$ cat src/rtl/vga_pkg.sv
// Shared VGA definitions for the frame reader slice.
//   - 640x480@60 timing constants (active area, porches, sync widths)
//   - rgb888_t : one output pixel, 8 bits per channel
//   - pix_expand() : widen a 24/16/12/8-bit memory word to RGB888
package vga_pkg;

  localparam int unsigned H_ACTIVE = 32'd640;
  localparam int unsigned H_FRONT  = 32'd16;
  localparam int unsigned H_SYNC   = 32'd96;
  localparam int unsigned H_BACK   = 32'd48;
  localparam int unsigned V_ACTIVE = 32'd480;
  localparam int unsigned V_FRONT  = 32'd10;
  localparam int unsigned V_SYNC   = 32'd2;
  localparam int unsigned V_BACK   = 32'd33;

  typedef struct packed {
    logic [7:0] r;
    logic [7:0] g;
    logic [7:0] b;
  } rgb888_t;

  // Channels are widened by repeating their MSBs into the low bits so that
  // full scale maps to 8'hFF and zero stays 8'h00.
  function automatic rgb888_t pix_expand(input int unsigned pix_w, input logic [23:0] data);
    rgb888_t v_rgb;
    case (pix_w)
      32'd16: begin
        v_rgb.r = {data[15:11], data[15:13]};
        v_rgb.g = {data[10:5],  data[10:9]};
        v_rgb.b = {data[4:0],   data[4:2]};
      end
      32'd12: begin
        v_rgb.r = {data[11:8], data[11:8]};
        v_rgb.g = {data[7:4],  data[7:4]};
        v_rgb.b = {data[3:0],  data[3:0]};
      end
      32'd8: begin
        v_rgb.r = {data[7:5], data[7:5], data[7:6]};
        v_rgb.g = {data[4:2], data[4:2], data[4:3]};
        v_rgb.b = {data[1:0], data[1:0], data[1:0], data[1:0]};
      end
      default: begin
        v_rgb.r = data[23:16];
        v_rgb.g = data[15:8];
        v_rgb.b = data[7:0];
      end
    endcase
    return v_rgb;
  endfunction

endpackage

$ cat src/rtl/vga_sync_delay.sv
// Fixed-depth shift register used to keep per-pixel flags aligned with the
// memory read path.
//   i_clk    : clock
//   i_n_rst  : synchronous active-low reset, all stages load RST_VAL
//   i_data   : flags entering the pipe
//   o_data   : flags after DEPTH cycles
//   o_tap    : flags after DEPTH-1 cycles (feeds logic that is itself registered)
module vga_sync_delay #(
  parameter int unsigned     WIDTH   = 32'd4,
  parameter int unsigned     DEPTH   = 32'd3,
  parameter logic [WIDTH-1:0] RST_VAL = '0
) (
  input  logic             i_clk,
  input  logic             i_n_rst,
  input  logic [WIDTH-1:0] i_data,
  output logic [WIDTH-1:0] o_data,
  output logic [WIDTH-1:0] o_tap
);

  if (DEPTH < 32'd2) begin : g_bad_depth
    $error("vga_sync_delay: DEPTH must be at least 2");
  end

  logic [WIDTH-1:0] r_stage [DEPTH];

  // Shift the flags one stage per clock; reset loads every stage.
  always_ff @(posedge i_clk) begin
    if (!i_n_rst) begin
      for (int i = 0; i < int'(DEPTH); i++) begin
        r_stage[i] <= RST_VAL;
      end
    end else begin
      r_stage[0] <= i_data;
      for (int i = 1; i < int'(DEPTH); i++) begin
        r_stage[i] <= r_stage[i-1];
      end
    end
  end

  assign o_data = r_stage[DEPTH-1];
  assign o_tap  = r_stage[DEPTH-2];

endmodule

$ cat src/rtl/vga_frame_reader.sv
// Framebuffer scan-out: turns the controller's x/y raster into pixel memory
// addresses (incremental counters, integer upscale, X/Y offset), delays the
// sync/blank flags by the read latency and drives RGB888.
//   clk_25, n_rst          : pixel clock, synchronous active-low reset
//   in_hsync/vsync/video_on: controller timing flags
//   in_x, in_y             : current raster position
//   mem_addr / mem_q       : registered read address, data MEM_LAT cycles later
//   out_hsync/vsync/blank_n: inputs delayed by MEM_LAT+2
//   out_r/g/b              : pixel colour, same latency
module vga_frame_reader #(
  parameter int unsigned H_ACTIVE   = vga_pkg::H_ACTIVE,
  parameter int unsigned V_ACTIVE   = vga_pkg::V_ACTIVE,
  parameter int unsigned IMG_W      = 32'd320,
  parameter int unsigned IMG_H      = 32'd240,
  parameter int unsigned SCALE      = 32'd2,
  parameter int unsigned X_OFF      = 32'd0,
  parameter int unsigned Y_OFF      = 32'd0,
  parameter int unsigned PIX_W      = 32'd24,
  parameter int unsigned MEM_LAT    = 32'd1,
  parameter int unsigned ADDR_W     = $clog2(IMG_W*IMG_H),
  parameter logic [23:0] BORDER_RGB = 24'h000000
) (
  input  logic              clk_25,
  input  logic              n_rst,
  input  logic              in_hsync,
  input  logic              in_vsync,
  input  logic              in_video_on,
  input  logic [9:0]        in_x,
  input  logic [9:0]        in_y,
  output logic [ADDR_W-1:0] mem_addr,
  input  logic [PIX_W-1:0]  mem_q,
  output logic              out_hsync,
  output logic              out_vsync,
  output logic              out_blank_n,
  output logic [7:0]        out_r,
  output logic [7:0]        out_g,
  output logic [7:0]        out_b
);
  import vga_pkg::*;

  if (SCALE < 32'd1) begin : g_bad_scale
    $error("vga_frame_reader: SCALE must be >= 1");
  end
  if (MEM_LAT < 32'd1) begin : g_bad_lat
    $error("vga_frame_reader: MEM_LAT must be >= 1");
  end
  if (X_OFF + IMG_W*SCALE > H_ACTIVE || H_ACTIVE > 32'd1024) begin : g_bad_x
    $error("vga_frame_reader: image does not fit horizontally");
  end
  if (Y_OFF + IMG_H*SCALE > V_ACTIVE || V_ACTIVE > 32'd1024) begin : g_bad_y
    $error("vga_frame_reader: image does not fit vertically");
  end
  if (PIX_W != 32'd24 && PIX_W != 32'd16 && PIX_W != 32'd12 && PIX_W != 32'd8) begin : g_bad_pix
    $error("vga_frame_reader: PIX_W must be 24, 16, 12 or 8");
  end

  localparam int unsigned      SUB_W    = (SCALE > 32'd1) ? $clog2(SCALE) : 32'd1;
  localparam logic [SUB_W-1:0] SUB_MAX  = SUB_W'(SCALE - 32'd1);
  localparam logic [10:0]      X_LO     = 11'(X_OFF);
  localparam logic [10:0]      Y_LO     = 11'(Y_OFF);
  localparam logic [10:0]      X_SPAN   = 11'(IMG_W*SCALE);
  localparam logic [10:0]      Y_SPAN   = 11'(IMG_H*SCALE);
  localparam logic [ADDR_W-1:0] ROW_STEP = ADDR_W'(IMG_W);

  // Offsets into the window; positions left of/above it wrap to values far
  // above the span, so one unsigned compare covers both window edges.
  logic [10:0] w_dx;
  logic [10:0] w_dy;
  logic        w_in_y;
  logic        w_in_img;
  logic        w_last_col;

  assign w_dx       = {1'b0, in_x} - X_LO;
  assign w_dy       = {1'b0, in_y} - Y_LO;
  assign w_in_y     = (w_dy < Y_SPAN);
  assign w_in_img   = w_in_y && (w_dx < X_SPAN);
  assign w_last_col = (w_dx == (X_SPAN - 11'd1));

  logic [ADDR_W-1:0] r_addr;
  logic [ADDR_W-1:0] r_row_base;
  logic [ADDR_W-1:0] r_mem_addr;
  logic [SUB_W-1:0]  r_col_sub;
  logic [SUB_W-1:0]  r_row_sub;

  // Address generation: r_addr always holds the word for the current pixel,
  // so it is registered out before being advanced.
  always_ff @(posedge clk_25) begin
    if (!n_rst) begin
      r_mem_addr <= {ADDR_W{1'b0}};
      r_addr     <= {ADDR_W{1'b0}};
      r_row_base <= {ADDR_W{1'b0}};
      r_col_sub  <= {SUB_W{1'b0}};
      r_row_sub  <= {SUB_W{1'b0}};
    end else begin
      r_mem_addr <= r_addr;
      if (!w_in_y) begin
        // Outside the vertical window the counters rest at zero: frame wrap.
        r_addr     <= {ADDR_W{1'b0}};
        r_row_base <= {ADDR_W{1'b0}};
        r_col_sub  <= {SUB_W{1'b0}};
        r_row_sub  <= {SUB_W{1'b0}};
      end else if (w_in_img && w_last_col) begin
        r_col_sub <= {SUB_W{1'b0}};
        if (r_row_sub == SUB_MAX) begin
          r_row_sub  <= {SUB_W{1'b0}};
          r_row_base <= r_row_base + ROW_STEP;
          r_addr     <= r_row_base + ROW_STEP;
        end else begin
          // Same source line again for the next SCALE-1 screen lines.
          r_row_sub <= r_row_sub + SUB_W'(1);
          r_addr    <= r_row_base;
        end
      end else if (w_in_img) begin
        if (r_col_sub == SUB_MAX) begin
          r_col_sub <= {SUB_W{1'b0}};
          r_addr    <= r_addr + ADDR_W'(1);
        end else begin
          r_col_sub <= r_col_sub + SUB_W'(1);
        end
      end else begin
        r_addr <= r_addr;
      end
    end
  end

  assign mem_addr = r_mem_addr;

  // Flags: [3] hsync, [2] vsync, [1] video_on, [0] in_img.
  logic [3:0] w_dly_out;
  logic [3:0] w_dly_tap;

  vga_sync_delay #(
    .WIDTH   (32'd4),
    .DEPTH   (MEM_LAT + 32'd2),
    .RST_VAL (4'b1100)
  ) u_sync_delay (
    .i_clk   (clk_25),
    .i_n_rst (n_rst),
    .i_data  ({in_hsync, in_vsync, in_video_on, w_in_img}),
    .o_data  (w_dly_out),
    .o_tap   (w_dly_tap)
  );

  logic [23:0] w_q24;
  rgb888_t     r_rgb;

  assign w_q24 = 24'(mem_q);

  // Output colour register; the tap is one stage short because this register
  // supplies the final cycle of latency, lining up with mem_q.
  always_ff @(posedge clk_25) begin
    if (!n_rst) begin
      r_rgb <= 24'h000000;
    end else if (!w_dly_tap[1]) begin
      r_rgb <= 24'h000000;
    end else if (!w_dly_tap[0]) begin
      r_rgb <= BORDER_RGB;
    end else begin
      r_rgb <= pix_expand(PIX_W, w_q24);
    end
  end

  assign out_hsync   = w_dly_out[3];
  assign out_vsync   = w_dly_out[2];
  assign out_blank_n = w_dly_out[1];
  assign out_r       = r_rgb.r;
  assign out_g       = r_rgb.g;
  assign out_b       = r_rgb.b;

endmodule

$ cat config.mk
export PLATFORM = sky130hd
export DESIGN_NAME = vga_frame_reader
export DESIGN_NICKNAME = d
export VERILOG_FILES = /design/src/rtl/vga_pkg.sv /design/src/rtl/vga_sync_delay.sv /design/src/rtl/vga_frame_reader.sv
export SDC_FILE = /design/constraint.sdc
export NUM_CORES = 1
export LEC_CHECK = 0
export ABC_AREA = 1
export CAP_MARGIN = 25
export CORE_ASPECT_RATIO = 1.1
export CORE_UTILIZATION = 51
export CTS_CLUSTER_DIAMETER = 200
export DETAILED_ROUTE_END_ITERATION = 10
export GPL_ROUTABILITY_DRIVEN = 0
export GPL_TIMING_DRIVEN = 0
export PLACE_DENSITY = 0.95
export SYNTH_ARGS = -nofsm -noshare
export SYNTH_HDL_FRONTEND = slang
export SYNTH_SLANG_ARGS = --single-unit
export TNS_END_PERCENT = 100
$ cat constraint.sdc
create_clock -name clk_25 -period 2.2 [get_ports clk_25]
set_clock_uncertainty 0.05 [all_clocks]
set_input_delay 0.66 -clock clk_25 [delete_from_list [all_inputs] [get_ports clk_25]]
set_output_delay 0.66 -clock clk_25 [all_outputs]
set_load 0.01 [all_outputs]
==> out/metrics.cfg <==
[status]
status = finished clean

[timing]
fmax_ghz = 0.4808
rsz0062_at_grt = false
hold_violations = 0
finalSetupViolCount = 0
slew_headroom_pct = 61.81
fin_crit_sh_pct = 94.55
finalWorstSetupSlack_ps = 120.0
slew_violations = 0
final.min_clock_period_ps = 2080
tightest_slew_ps = 572.8

[clock_tree]
cts_setup_buffers = 0
holdBufCountCts = 0
clk_pin_slew_worst_paths_ps = 80
clock-sinks = 82
cts_tree = built
root_buffer = clkbuf_8
worstSkewPairLatency_ps = 350
cts_made_buffers = 9
htreeDepth = 3
ctsResizeCount = 0
ctsLongestPathBuffers = 2

[drt]
wirelength_microns = 8393
remaining_drc_errors = 0
wl_per_cell_microns = 13.07
vias = 3289
drtIter0Drc = 356
drt-pass1-iter-count = 8
post_drt_via_cell_ratio = 5.123
ant_nets = 0

[cells_and_area]
drive_above_1_share_pct = 6.228
antennaDiodeCount = 0
design_area_sq_um = 4453
fin_nets = 608
area_growth_pct = 34.91
stdcell_count = 642

[die]
die_w_microns = 78.71
start_util_pct = 53.29
dieArea_sq_um = 6798
die_y_microns = 86.38
rows = 30
core-area_sq_um = 6193
io_pins = 93

[grt]
grtUsageTotal_pct = 26.16
grt_max_degree = 15
grt_overflow = 0
antenna_found_initial = 0
grt_first_pass_wirelength_microns = 13700
grt_pass1_vias = 3050

[placement]
hpwl_microns = 6209
dp_worst_setup_slack_ps = -180.2
placed_cells = 626
numPortBuffers = 87
place_area_sq_um = 4272

[logic_synthesis]
synthTopCellsByCount = 99 x nand2_1, 90 x inv_1, 82 x dfxtp_1
synth_largest_area_cell = dfxtp_1
synth_most_common_cell = nand2_1
syn_avg_cell_area_sq_um = 7.191
synth_area_sq_um = 3301
yosys_most_used_dff = dfxtp_1
ys_ff_latch = 82
synth_fp_nets = 510
syn_inst = 459
synthArstFlopShare_pct = 0
synthTopCellsByArea = dfxtp_1 50%, nand2_1 11%, inv_1 10%
yosysWarnings = 0
synth_cell_types = 25
synth_edf_count = 0
ys_seq_area_share_pct = 49.73
yosys.area.top_type_share_pct = 49.73

[worst_hold_path]
min_to = u_sync_delay.r_stage[0][7]
worstHoldPathType = flip-flop to flip-flop
hp-start = u_sync_delay.r_stage[0][3]
worstHoldPathCells = 1

[setup_path]
startpoint = in_x[9]
critPathArrivalTime_ps = 2290
reg2reg_slack_ps = 480
reg2reg_from = r_addr[1]
crit_path_end_kind = flip-flop
path_max_fanout = 10
path_class = primary input to flip-flop
start_kind = primary input
rr_endpoint = r_addr[8]
ff2ff_path_depth = 10
critical_path_required_ps = 2410

[power]
power.density_nw_per_um2 = 591.5
ir_drop_uv = 339.8
p_total_w = 0.002634
p_leak_nw = 1.976

[run]
maxCapViolations = 0

==> worst max-delay path: stages <==
cell	delay, ps
clkdlybuf4s50_1	470
nand2_1	50
nor2_1	100
nand3_1	170
nor2_4	240
inv_2	90
buf_6	150
o21ai_1	110
nand3_1	130
nand2_1	80
inv_1	40
==> power breakdown <==
group / internal, W / leakage (nW) / switching (W)
Clock: 0.000444 / 0.0818 / 0.000532
Sequential: 0.00149 / 0.662 / 0.00000494
Combinational: 0.0000922 / 1.23 / 0.0000660
Total: 0.00203 / 1.98 / 0.000603
==> flip-flops by register name (all words and copies together), names as in the netlist <==
register,count
r_addr,17
r_col_sub,1
r_row_sub,1
r_row_base,11
u_sync_delay.r_stage,11
out_b,8
mem_addr,17
out_r,8
out_g,8
==> cells in the final DEF, fill, tap and decap left out, drive strengths merged <==
cell           count
dfxtp             82
o22ai             10
ha                 2
or2                6
xnor2              2
o21bai             1
nor3               2
nor2              65
clkbuf            17
nand2            100
o21ai             21
nand4              6
buf                6
clkinv             2
nand3b             1
clkinvlp           3
nand3             36
clkdlybuf4s50     87
inv               93
a21oi             20
==> worst max path at each step <==
stage                           to  slack, ps  cells after the start
finish                   r_addr[6]        120                     11
global route             r_addr[6]         30                     11
CTS                      r_addr[6]        190                     11
detailed placement       r_addr[6]       -180                     11
global placement    r_row_base[15]       -120                      9
floorplan                r_addr[6]        540                      9
==> per-layer routing <==
layer / share of wire (%) / vias up / GRT usage, %
met2: 50 / 201 / 47.43
met3: 9.5 / 38 / 5.684
met4: 3.0 / 0 / 12.63
met1: 38 / 1455 / 28.82
met5: 0 / - / 0
li1: - / 1595 / -
==> cell families (layout without fill, tap and decap cells) <==
group | Yosys count | count (layout) | share of synthesized area, %
AND/OR/NAND/NOR | 216 | 216 | 27.71
buffers and inverters | 105 | 208 | 12.93
XOR/XNOR | 2 | 2 | 0.5308
flip-flops | 82 | 82 | 49.73
adder cells (fa/ha/maj) | 2 | 2 | 0.7580
AO/OA/AOI/OAI | 52 | 52 | 8.340
==> final cells by class <==
class                      count  area [sq um]
fill                         417          1740
clock buffer                  11         141.4
multi-input combinational    272          1232
inverter                      93         349.1
timing repair buffer          87         870.8
clock inverter                 5         40.04
buffer                        12         77.57
tap                           80         100.1
sequential                    82          1642
==> metrics by stage <==
| stage | hold WS, ps | util [%] | setup TNS (ps) |
|---|---|---|---|
| detailed placement | 352.7 | 68.97 | -2305 |
| global placement | 346.9 | 68.97 | -1676 |
| floorplan | 340.5 | - | 0 |
| finish | 372.8 | 71.90 | 0 |
| global route | 385.8 | 71.90 | 0 |
| CTS | 371.8 | 71.90 | 0 |
Power figures use the tool's default switching activity.
